===== config.mk =====
export PLATFORM = sky130hd
export DESIGN_NAME = cdb_arbiter
export DESIGN_NICKNAME = d
export VERILOG_FILES = /design/src/rtl/cdb_arbiter_pkg.sv /design/src/rtl/cdb_fifo.sv /design/src/rtl/cdb_arbiter.sv
export SDC_FILE = /design/constraint.sdc
export NUM_CORES = 1
export LEC_CHECK = 0
export BUFFER_PORTS_ARGS = -buffer_cell sky130_fd_sc_hd__buf_2
export CAP_MARGIN = 20
export CELL_PAD_IN_SITES_DETAIL_PLACEMENT = 1
export CELL_PAD_IN_SITES_GLOBAL_PLACEMENT = 1
export CORE_ASPECT_RATIO = 0.8
export CORE_MARGIN = 2
export CORE_UTILIZATION = 50
export DETAILED_ROUTE_END_ITERATION = 10
export PLACE_DENSITY_LB_ADDON = 0.1
export SLEW_MARGIN = 20
export SYNTH_ARGS = -nofsm -noshare
export SYNTH_HDL_FRONTEND = slang
export SYNTH_SLANG_ARGS = --single-unit
export TNS_END_PERCENT = 1

===== constraint.sdc =====
create_clock -name clock -period 16.85 [get_ports clock]
set_clock_uncertainty 0.2 [all_clocks]
set_input_delay 3.37 -clock clock [delete_from_list [all_inputs] [get_ports clock]]
set_output_delay 3.37 -clock clock [all_outputs]
set_load 0.02 [all_outputs]

===== src/rtl/cdb_arbiter_pkg.sv =====
// Shared CDB definitions: physical register tag type, the no-destination tag,
// and the broadcast record seen by the RS, ROB and PR file.
package cdb_arbiter_pkg;

   localparam int NUM_FU     = 5;
   localparam int PHYS_REG_W = 7;
   localparam int CDB_DATA_W = 64;
   localparam int CDB_SRC_W  = $clog2(NUM_FU);

   typedef logic [PHYS_REG_W-1:0] phys_reg_t;

   // Tag carried by stores and non-linking branches: nothing to write back.
   localparam phys_reg_t DUMMY_REG = 7'h7F;

   typedef struct packed {
      logic                  valid;
      phys_reg_t             tag;
      logic [CDB_DATA_W-1:0] data;
      logic [CDB_SRC_W-1:0]  src;
   } cdb_t;

endpackage


===== src/rtl/cdb_fifo.sv =====
// Completion buffer for one functional unit: a small circular FIFO of
// {tag, data}. Results with no destination register are accepted and dropped.
module cdb_fifo
   import cdb_arbiter_pkg::*;
#(
   parameter int DEPTH  = 2,
   parameter int DATA_W = 64
) (
   input  logic              clock,
   input  logic              reset,
   input  logic              flush,
   input  logic              push,
   input  phys_reg_t         push_tag,
   input  logic [DATA_W-1:0] push_data,
   input  logic              pop,
   output logic              ready,
   output logic              nonempty,
   output phys_reg_t         head_tag,
   output logic [DATA_W-1:0] head_data
);

   localparam int PTR_W = (DEPTH > 1) ? $clog2(DEPTH) : 1;
   localparam int CNT_W = $clog2(DEPTH + 1);

   logic [PTR_W-1:0]  head_reg, tail_reg;
   logic [CNT_W-1:0]  count_reg;
   phys_reg_t         tag_mem  [DEPTH];
   logic [DATA_W-1:0] data_mem [DEPTH];
   logic              push_en, pop_en;

   function automatic logic [PTR_W-1:0] ptr_inc(input logic [PTR_W-1:0] p);
      return (p == PTR_W'(DEPTH - 1)) ? '0 : p + PTR_W'(1);
   endfunction

   // Readiness looks only at the registered count; a same-cycle pop earns no credit.
   assign ready     = (count_reg != CNT_W'(DEPTH));
   assign nonempty  = (count_reg != '0);
   assign push_en   = push & ready & (push_tag != DUMMY_REG);
   assign pop_en    = pop & nonempty;
   assign head_tag  = tag_mem[head_reg];
   assign head_data = data_mem[head_reg];

   always_ff @(posedge clock) begin
      if (push_en) begin
         tag_mem[tail_reg]  <= push_tag;
         data_mem[tail_reg] <= push_data;
      end
   end

   always_ff @(posedge clock) begin
      if (reset || flush) begin
         head_reg  <= '0;
         tail_reg  <= '0;
         count_reg <= '0;
      end else begin
         if (push_en) tail_reg <= ptr_inc(tail_reg);
         if (pop_en)  head_reg <= ptr_inc(head_reg);
         if (push_en && !pop_en)      count_reg <= count_reg + CNT_W'(1);
         else if (pop_en && !push_en) count_reg <= count_reg - CNT_W'(1);
      end
   end

endmodule


===== src/rtl/cdb_arbiter.sv =====
// Common Data Bus arbiter: per-FU completion buffers drained round-robin onto
// a registered single-result broadcast. Squash flushes everything but rr_ptr.
module cdb_arbiter
   import cdb_arbiter_pkg::*;
#(
   parameter int NUM_REQ   = NUM_FU,
   parameter int BUF_DEPTH = 2,
   parameter int DATA_W    = 64,
   localparam int SRC_W    = (NUM_REQ > 1) ? $clog2(NUM_REQ) : 1
) (
   input  logic                           clock,
   input  logic                           reset,
   input  logic                           squash,
   input  logic      [NUM_REQ-1:0]             fu_valid,
   input  phys_reg_t [NUM_REQ-1:0]             fu_tag,
   input  logic      [NUM_REQ-1:0][DATA_W-1:0] fu_data,
   output logic      [NUM_REQ-1:0]             fu_ready,
   output logic                           cdb_valid,
   output phys_reg_t                      cdb_tag,
   output logic [DATA_W-1:0]              cdb_data,
   output logic [SRC_W-1:0]               cdb_src
);

   logic [NUM_REQ-1:0] nonempty;
   logic [NUM_REQ-1:0] pop;
   phys_reg_t          head_tag  [NUM_REQ];
   logic [DATA_W-1:0]  head_data [NUM_REQ];

   logic               grant_valid;
   logic [SRC_W-1:0]   grant_idx;
   logic [SRC_W-1:0]   rr_ptr_reg;
   logic               cdb_valid_reg;
   phys_reg_t          cdb_tag_reg;
   logic [DATA_W-1:0]  cdb_data_reg;
   logic [SRC_W-1:0]   cdb_src_reg;

   genvar gi;
   generate
      for (gi = 0; gi < NUM_REQ; gi++) begin : g_fifo
         assign pop[gi] = grant_valid && (grant_idx == SRC_W'(gi));

         cdb_fifo #(
            .DEPTH  (BUF_DEPTH),
            .DATA_W (DATA_W)
         ) u_fifo (
            .clock     (clock),
            .reset     (reset),
            .flush     (squash),
            .push      (fu_valid[gi]),
            .push_tag  (fu_tag[gi]),
            .push_data (fu_data[gi]),
            .pop       (pop[gi]),
            .ready     (fu_ready[gi]),
            .nonempty  (nonempty[gi]),
            .head_tag  (head_tag[gi]),
            .head_data (head_data[gi])
         );
      end
   endgenerate

   // First non-empty buffer at or after rr_ptr, wrapping around.
   always_comb begin
      grant_valid = 1'b0;
      grant_idx   = '0;
      for (int k = 0; k < NUM_REQ; k++) begin
         if (!grant_valid && nonempty[(int'(rr_ptr_reg) + k) % NUM_REQ]) begin
            grant_valid = 1'b1;
            grant_idx   = SRC_W'((int'(rr_ptr_reg) + k) % NUM_REQ);
         end
      end
   end

   always_ff @(posedge clock) begin
      if (reset) begin
         rr_ptr_reg <= '0;
      end else if (grant_valid && !squash) begin
         rr_ptr_reg <= (grant_idx == SRC_W'(NUM_REQ - 1)) ? '0 : grant_idx + SRC_W'(1);
      end
   end

   always_ff @(posedge clock) begin
      if (reset || squash || !grant_valid) begin
         cdb_valid_reg <= 1'b0;
         cdb_tag_reg   <= DUMMY_REG;
         cdb_data_reg  <= '0;
         cdb_src_reg   <= '0;
      end else begin
         cdb_valid_reg <= 1'b1;
         cdb_tag_reg   <= head_tag[grant_idx];
         cdb_data_reg  <= head_data[grant_idx];
         cdb_src_reg   <= grant_idx;
      end
   end

   assign cdb_valid = cdb_valid_reg;
   assign cdb_tag   = cdb_tag_reg;
   assign cdb_data  = cdb_data_reg;
   assign cdb_src   = cdb_src_reg;

endmodule

==> key figures, run 1 <==
Logic synthesis
  – Gate Count Post-Synth: about 2000
  – Synth cell types: 69
  – Sequential element share of the synthesized area: between 70% and 80%
  – Syn_area_per_cell: 16.5 um^2
  – Top cells by count, synth: edfxtp_1 (710), mux2i_1 (502), a211oi_1 (132)
  – Count leader, synth: edfxtp_1
  – Mapped Area: about 33000 um^2
  – EDFF count, synth: between 700 and 800
  – Yosys top cell area share: between 60% and 70%
  – Cell taking the most area after synthesis: edfxtp_1
  – Top_reg_cell synth: edfxtp_1
  – Largest cells by area after synthesis: edfxtp_1 (65%), mux2i_1 (15%), dfxtp_1 (6.3%)
  – Asr flop ratio synth: 0%
  – Syn Nets: 2390
  – Synth warn: 0
  – Yosys reg bits: 813

STA
  – Finish-stage setup viols: 0
  – Part of the cycle the worst path needs: 51.2%
  – F_max: around 120 MHz
  – Final hold violation count: 0
  – Unrepaired setup endpoints after global routing: false
  – Setup tns final: 0 ps
  – Pin slew with the least headroom to its limit: 1130 ps
  – Slew headroom: 24.8%
  – Final count of pins violating max slew: 0
  – Post-route minimum period: ~8600 ps

Clock network
  – Setup bufs post-CTS: 0
  – Post_cts resized: 0
  – Clock root cell: clkbuf_16
  – Clk pin slew, worst setup/hold paths: 60 ps
  – Clock buffer depth: 3
  – Later-pin clock latency in the skew report: between 600 and 700 ps
  – CTS buffer count: 80
  – CTS tree: done
  – Hold Buf Count CTS: 0
  – H-tree depth: 3
  – CTS Sinks: 813

Route
  – Drt drc: 0
  – Met3 WL: 5610 um
  – Detail Route met2 WL: ~48000 um
  – Vias per cell: roughly 5.8
  – Vias: roughly 19000
  – Detailed router's first-iteration violation count: between 1000 and 1500
  – Highest routed layer: met5
  – Wirelength per Cell: ~28 um
  – WL final: about 95000 um
  – Drt first pass iters: 5
  – M1 WL: a little under 40000 um
  – Number of routed nets with antenna violations: 0

GRT
  – Largest net degree at the start of global routing: approximately 80
  – Vias in the first global route: ~21000
  – Gr usage total: ~28%
  – First-pass GRT wire length: between 100000 and 150000 um
  – Congestion Overflow GR: 0
  – Antenna violations before repair: 26

Floorplanning
  – Die area: about 68000 um^2
  – IO Count: 443
  – Core Rows: between 80 and 90
  – Chip width: between 200 and 300 um
  – Core area: roughly 65000 um^2
  – Initial core utilization: about half
  – Die Span Y: between 200 and 250 um

Setup path
  – Worst setup EP type: flip-flop
  – Critical path data required time: between 15000 and 20000 ps
  – Setup CP Type: reg2reg
  – CP max FO: 53
  – WP data arrival: 8960 ps
  – Startpoint types: flip-flop

Placement
  – Port bufs: approximately 440
  – DP HPWL: roughly 61000 um
  – Final weighted congestion in routability-driven placement: between 0.8 and 0.9
  – DP Area: approximately 36000 um^2

Final layout
  – Nets: between 2000 and 3000
  – Final Cell Area: between 30000 and 40000 um^2
  – Filler cells: 6100
  – Share of cells above drive strength 1: ~25%
  – Register area: 23400 um^2
  – Area grow syn2layout: 17.4%
  – Area of the multi-input gates: just under 9000 um^2
  – Max reg flops: 640

Power and ir drop
  – Leakage: between 10 and 15 nW
  – PD cells: roughly 180 nW/um^2
  – Peak VDD IR: between 0.2 and 0.25 mV

Min path
  – Worst min path class: reg2reg

Run status
  – Status: finished, final reports clean

Flow run
  – Maxcap violations: 0
-- routing by layer --
layer  global-route usage (%)  up-vias
li1                         -     8648
met5                        0        -
met4                     7.93       16
met1                     36.4    10060
met2                     47.7      612
met3                     5.20      156
-- power by group --
group	total, mW	leakage (nW)	switching (mW)	internal, mW
logic	2.58	5.31	1.57	1.02
registers	2.50	7.49	0.0987	2.40
clock network	1.78	1.26	0.776	0.999
-- final cells by class --
type / count / share of cell area (%)
Timing Repair Buffer: 468 / 6.25
Antenna cell: 26 / 0.169
Multi-Input combinational cell: 1036 / 23.1
Clock buffer: 111 / 5.81
Sequential cell: 813 / 60.7
Clock inverter: 37 / 0.893
Tap cell: 860 / 2.79
Inverter: 31 / 0.302
-- critical path, stage by stage (launching register included) --
cell,delay [ps]
dfxtp_1,310
buf_4,320
inv_1,370
ha_1,740
inv_1,230
ha_1,270
or2_2,300
o211ai_1,250
nand2_1,170
ha_1,260
nor2b_1,150
o32ai_1,580
mux2_2,320
a2bb2oi_1,110
a32o_1,260
a211oi_4,230
buf_4,800
buf_4,900
buf_4,850
mux2i_1,270
mux2i_1,120
a211oi_1,310
-- stage by stage --
| stage | utilization (%) | power [mW] | hold slack (ps) | worst slack [ps] | std cells |
|---|---|---|---|---|---|
| 4_1_cts | 58.9 | 6.89 | 310 | 8280 | 3356 |
| 5_1_grt | 58.9 | 7.14 | 349 | 7700 | 3366 |
| 2_1_floorplan | - | 4.40 | 272 | 9540 | 1994 |
| 3_3_place_gp | 54.9 | 5.03 | 285 | 8700 | 3208 |
| 3_5_place_dp | 54.9 | 5.11 | 296 | 8350 | 3208 |
| 6_report | 59.0 | 6.85 | 310 | 8230 | 3382 |
-- cell usage in the layout, fill, tap and decap left out, drive strengths merged, types with 15 or more instances in the layout --
cell type	n
nor2	55
nor2b	75
nand2	15
a21oi	33
a211oi	135
xor2	15
diode	26
o21ai	22
mux2i	502
dfxtp	103
ha	32
buf	468
clkinv	27
inv	34
clkbuf	111
edfxtp	710
-- cell families after synthesis --
family,after synthesis,synth area share (%)
buf+inv,145,1.99
flops,813,71.2
simple gates,221,3.69
fa+ha+maj,33,1.28
mux,507,15.5
xor+xnor,24,0.640
compound gates,251,5.65
-- worst paths after layout --
path | startpoint | end | slack, ps | cells after the start
hold reg to reg | g_fifo[3].u_fifo.head_reg | g_fifo[3].u_fifo.head_reg | 310 | 2
setup / recovery | rr_ptr_reg[0] | cdb_data[27] | 8230 | 21
hold / removal | g_fifo[3].u_fifo.head_reg | g_fifo[3].u_fifo.head_reg | 310 | 2
setup reg to reg | rr_ptr_reg[0] | cdb_data[27] | 8230 | 21
(Power assumes the default switching activity.)
==> run 2: changes to the inputs <==
--- a/config.mk
+++ b/config.mk
@@ -11,7 +11,7 @@
 export CELL_PAD_IN_SITES_GLOBAL_PLACEMENT = 1
 export CORE_ASPECT_RATIO = 0.8
 export CORE_MARGIN = 2
-export CORE_UTILIZATION = 50
+export CORE_UTILIZATION = 48
 export DETAILED_ROUTE_END_ITERATION = 10
 export PLACE_DENSITY_LB_ADDON = 0.1
 export SLEW_MARGIN = 20
==> constraint.sdc (replaced) <==
create_clock -name clock -period 8.05 [get_ports clock]
set_clock_uncertainty 0.2 [all_clocks]
set_input_delay 1.61 -clock clock [delete_from_list [all_inputs] [get_ports clock]]
set_output_delay 1.61 -clock clock [all_outputs]
set_load 0.02 [all_outputs]
==> run 2 against run 1 <==
Effect of this change: worst hold slack improved by 4.1 ps; design area increased by 0.68%; register-to-register slack worse by 7300 ps; critical path depth grew 2; non-clock buffer count rose by 8; highest routed layer unchanged.
==> key figures, run 2 (synthesis results as in run 1) <==
Run status
  – Status: finished, final reports clean (unchanged)

Min path
  – Hold_sp: g_fifo[2].u_fifo.head_reg (was g_fifo[3].u_fifo.head_reg)
  – WHS Endpoint: g_fifo[2].u_fifo.head_reg (was g_fifo[3].u_fifo.head_reg)
  – WHS Path Cells: 2 (unchanged)
  – Worst min path class: reg2reg (unchanged)

Setup path
  – FF-to-FF path depth: 23 (was 21)
  – R2R setup slack: 960 ps (was 8230 ps)
  – Worst reg2reg path endpoint: g_fifo[4].u_fifo.count_reg[1] (was cdb_data[27])
  – Critical path data required time: 8420 ps (was 17190 ps)
  – Worst setup EP type: flip-flop (unchanged)
  – Setup CP Type: reg2reg (unchanged)
  – Startpoint types: flip-flop (unchanged)
  – WP data arrival: 7470 ps (was 8960 ps)
  – CP max FO: 9 (was 53)
  – Worst R2R Start: rr_ptr_reg[1] (was rr_ptr_reg[0])

STA
  – Post-route minimum period: 7090 ps (was 8620 ps)
  – Hold_ws: 314 ps (was 310 ps)
  – Setup tns final: 0 ps (unchanged)
  – Final hold violation count: 0 (unchanged)
  – F_max: 141 MHz (was 116 MHz)
  – Finish-stage setup viols: 0 (unchanged)
  – Final count of pins violating max slew: 0 (unchanged)
  – Part of the cycle the worst path needs: 88.1% (was 51.2%)
  – Pin slew with the least headroom to its limit: 1090 ps (was 1130 ps)
  – Slew headroom: 27.5% (was 24.8%)
  – Unrepaired setup endpoints after global routing: false (unchanged)

GRT
  – Antenna violations before repair: 48 (was 26)
  – Congestion Overflow GR: 0 (unchanged)
  – Largest net degree at the start of global routing: 138 (was 78)
  – Met1 usage: 34.1% (was 36.4%)
  – M2 GR Usage: 43.8% (was 47.7%)
  – Vias in the first global route: 20943 (was 20814)
  – Met3 GRT Util: 5.85% (was 5.20%)
  – Busiest grt layer: met2 (unchanged)
  – First-pass GRT wire length: 135000 um (was 138000 um)
  – Gr usage total: 26.4% (was 27.8%)

Floorplanning
  – Initial core utilization: 48.6% (was 50.2%)
  – Chip width: 296 um (was 291 um)
  – Core Rows: 85 (was 84)
  – Die Span Y: 238 um (was 233 um)
  – Core area: 67500 um^2 (was 65400 um^2)
  – IO Count: 443 (unchanged)
  – Die area: 70500 um^2 (was 67800 um^2)

Clock network
  – Post_cts resized: 0 (unchanged)
  – H-tree depth: 3 (unchanged)
  – CTS tree: done (unchanged)
  – Clock buffer depth: 3 (unchanged)
  – Hold Buf Count CTS: 0 (unchanged)
  – Later-pin clock latency in the skew report: 640 ps (about the same)
  – Clk pin slew, worst setup/hold paths: 60 ps (about the same)
  – Setup bufs post-CTS: 0 (unchanged)
  – CTS Sinks: 813 (unchanged)
  – CTS buffer count: 81 (was 80)
  – Clock root cell: clkbuf_16 (unchanged)

Route
  – WL final: 93900 um (was 94800 um)
  – Vias per cell: 5.61 (was 5.76)
  – Number of routed nets with antenna violations: 0 (unchanged)
  – Detailed router's first-iteration violation count: 1201 (was 1405)
  – Wirelength per Cell: 27.2 um (was 28.0 um)
  – Drt first pass iters: 5 (unchanged)
  – Vias: 19382 (was 19492)
  – Drt drc: 0 (unchanged)

Final layout
  – Util after Layout: 57.5% (was 59.0%)
  – Area grow syn2layout: 18.2% (was 17.4%)
  – Commonest non-fill, non-tap cell in the layout: edfxtp_1 (unchanged)
  – Max reg flops: 640 (unchanged)
  – Nets: 2835 (was 2826)
  – Most frequent cells in the layout: edfxtp_1 (710), mux2i_1 (502), buf_2 (442), a211oi_1 (131), dfxtp_1 (98) (unchanged)
  – Fin cells: 3456 (was 3382)
  – Share of cells above drive strength 1: 25.6% (was 25.2%)
  – Filler cells: 6351 (was 6100)

Flow run
  – Maxcap violations: 0 (unchanged)

Placement
  – Final weighted congestion in routability-driven placement: 0.833 (about the same)
  – Port bufs: 442 (unchanged)
  – Placed Cells: 3269 (was 3208)
  – DP HPWL: 60100 um (was 60900 um)

Power and ir drop
  – Peak VDD IR: 1.17 mV (was 0.231 mV)
  – Leakage: 14.2 nW (was 14.1 nW)
  – PD cells: 372 nW/um^2 (was 178 nW/um^2)
## run 2: layer usage
metal  vias up  wire length, um
met4        28             2680
li1       8679                -
met1      9936            38800
met2       576            46200
met3       163             6020
met5         -              161
## run 2: cell type report
class	instances	area [um^2]	share of cell area, %
inverter	31	116	0.300
tap	913	1140	2.94
clock buffer	116	2300	5.93
clock inverter	35	323	0.832
sequential	813	23400	60.3
multi-input combinational	1036	8900	22.9
timing repair buffer	476	2540	6.54
antenna	36	90.1	0.232
## run 2: through the flow
| step | total power [mW] | setup slack, ps | cell area [um^2] |
|---|---|---|---|
| after floorplan | 9.21 | 1500 | 32800 |
| after global placement | 10.6 | 1380 | 36000 |
| after detailed placement | 10.7 | 980 | 36100 |
| after CTS | 14.5 | 914 | 38700 |
| after global routing | 15.0 | 397 | 38800 |
| final | 14.4 | 955 | 38800 |
## run 2: report_power, final
| group | total [mW] | switching [mW] | internal [mW] |
|---|---|---|---|
| Clock | 3.76 | 1.63 | 2.14 |
| Sequential | 5.23 | 0.214 | 5.02 |
| Combinational | 5.45 | 3.29 | 2.16 |
## run 2: worst max-delay path by stage
stage / start / end / slack, ps / cells after the start
2_1_floorplan: rr_ptr_reg[0] / g_fifo[4].u_fifo.count_reg[1] / 1500 / 28
3_3_place_gp: rr_ptr_reg[1] / g_fifo[4].u_fifo.count_reg[1] / 1380 / 23
3_5_place_dp: rr_ptr_reg[1] / g_fifo[4].u_fifo.count_reg[1] / 980 / 23
4_1_cts: rr_ptr_reg[1] / g_fifo[4].u_fifo.count_reg[1] / 910 / 23
5_1_grt: rr_ptr_reg[1] / g_fifo[4].u_fifo.count_reg[1] / 400 / 23
6_report: rr_ptr_reg[1] / g_fifo[4].u_fifo.count_reg[1] / 960 / 23
## run 2: critical path, stage by stage (launching register included)
cell,delay [ps]
dfxtp_1,540
inv_1,290
ha_1,380
xnor2_1,330
inv_1,170
ha_1,260
or2_2,300
o211ai_1,270
nand2_1,170
ha_1,270
nor2b_1,160
o32ai_1,580
mux2_2,440
a2bb2oi_1,300
and3_1,230
o22ai_1,90
o211ai_1,380
ha_1,220
inv_1,50
nor3_1,400
inv_1,150
ha_1,360
or3_1,350
a21oi_1,140
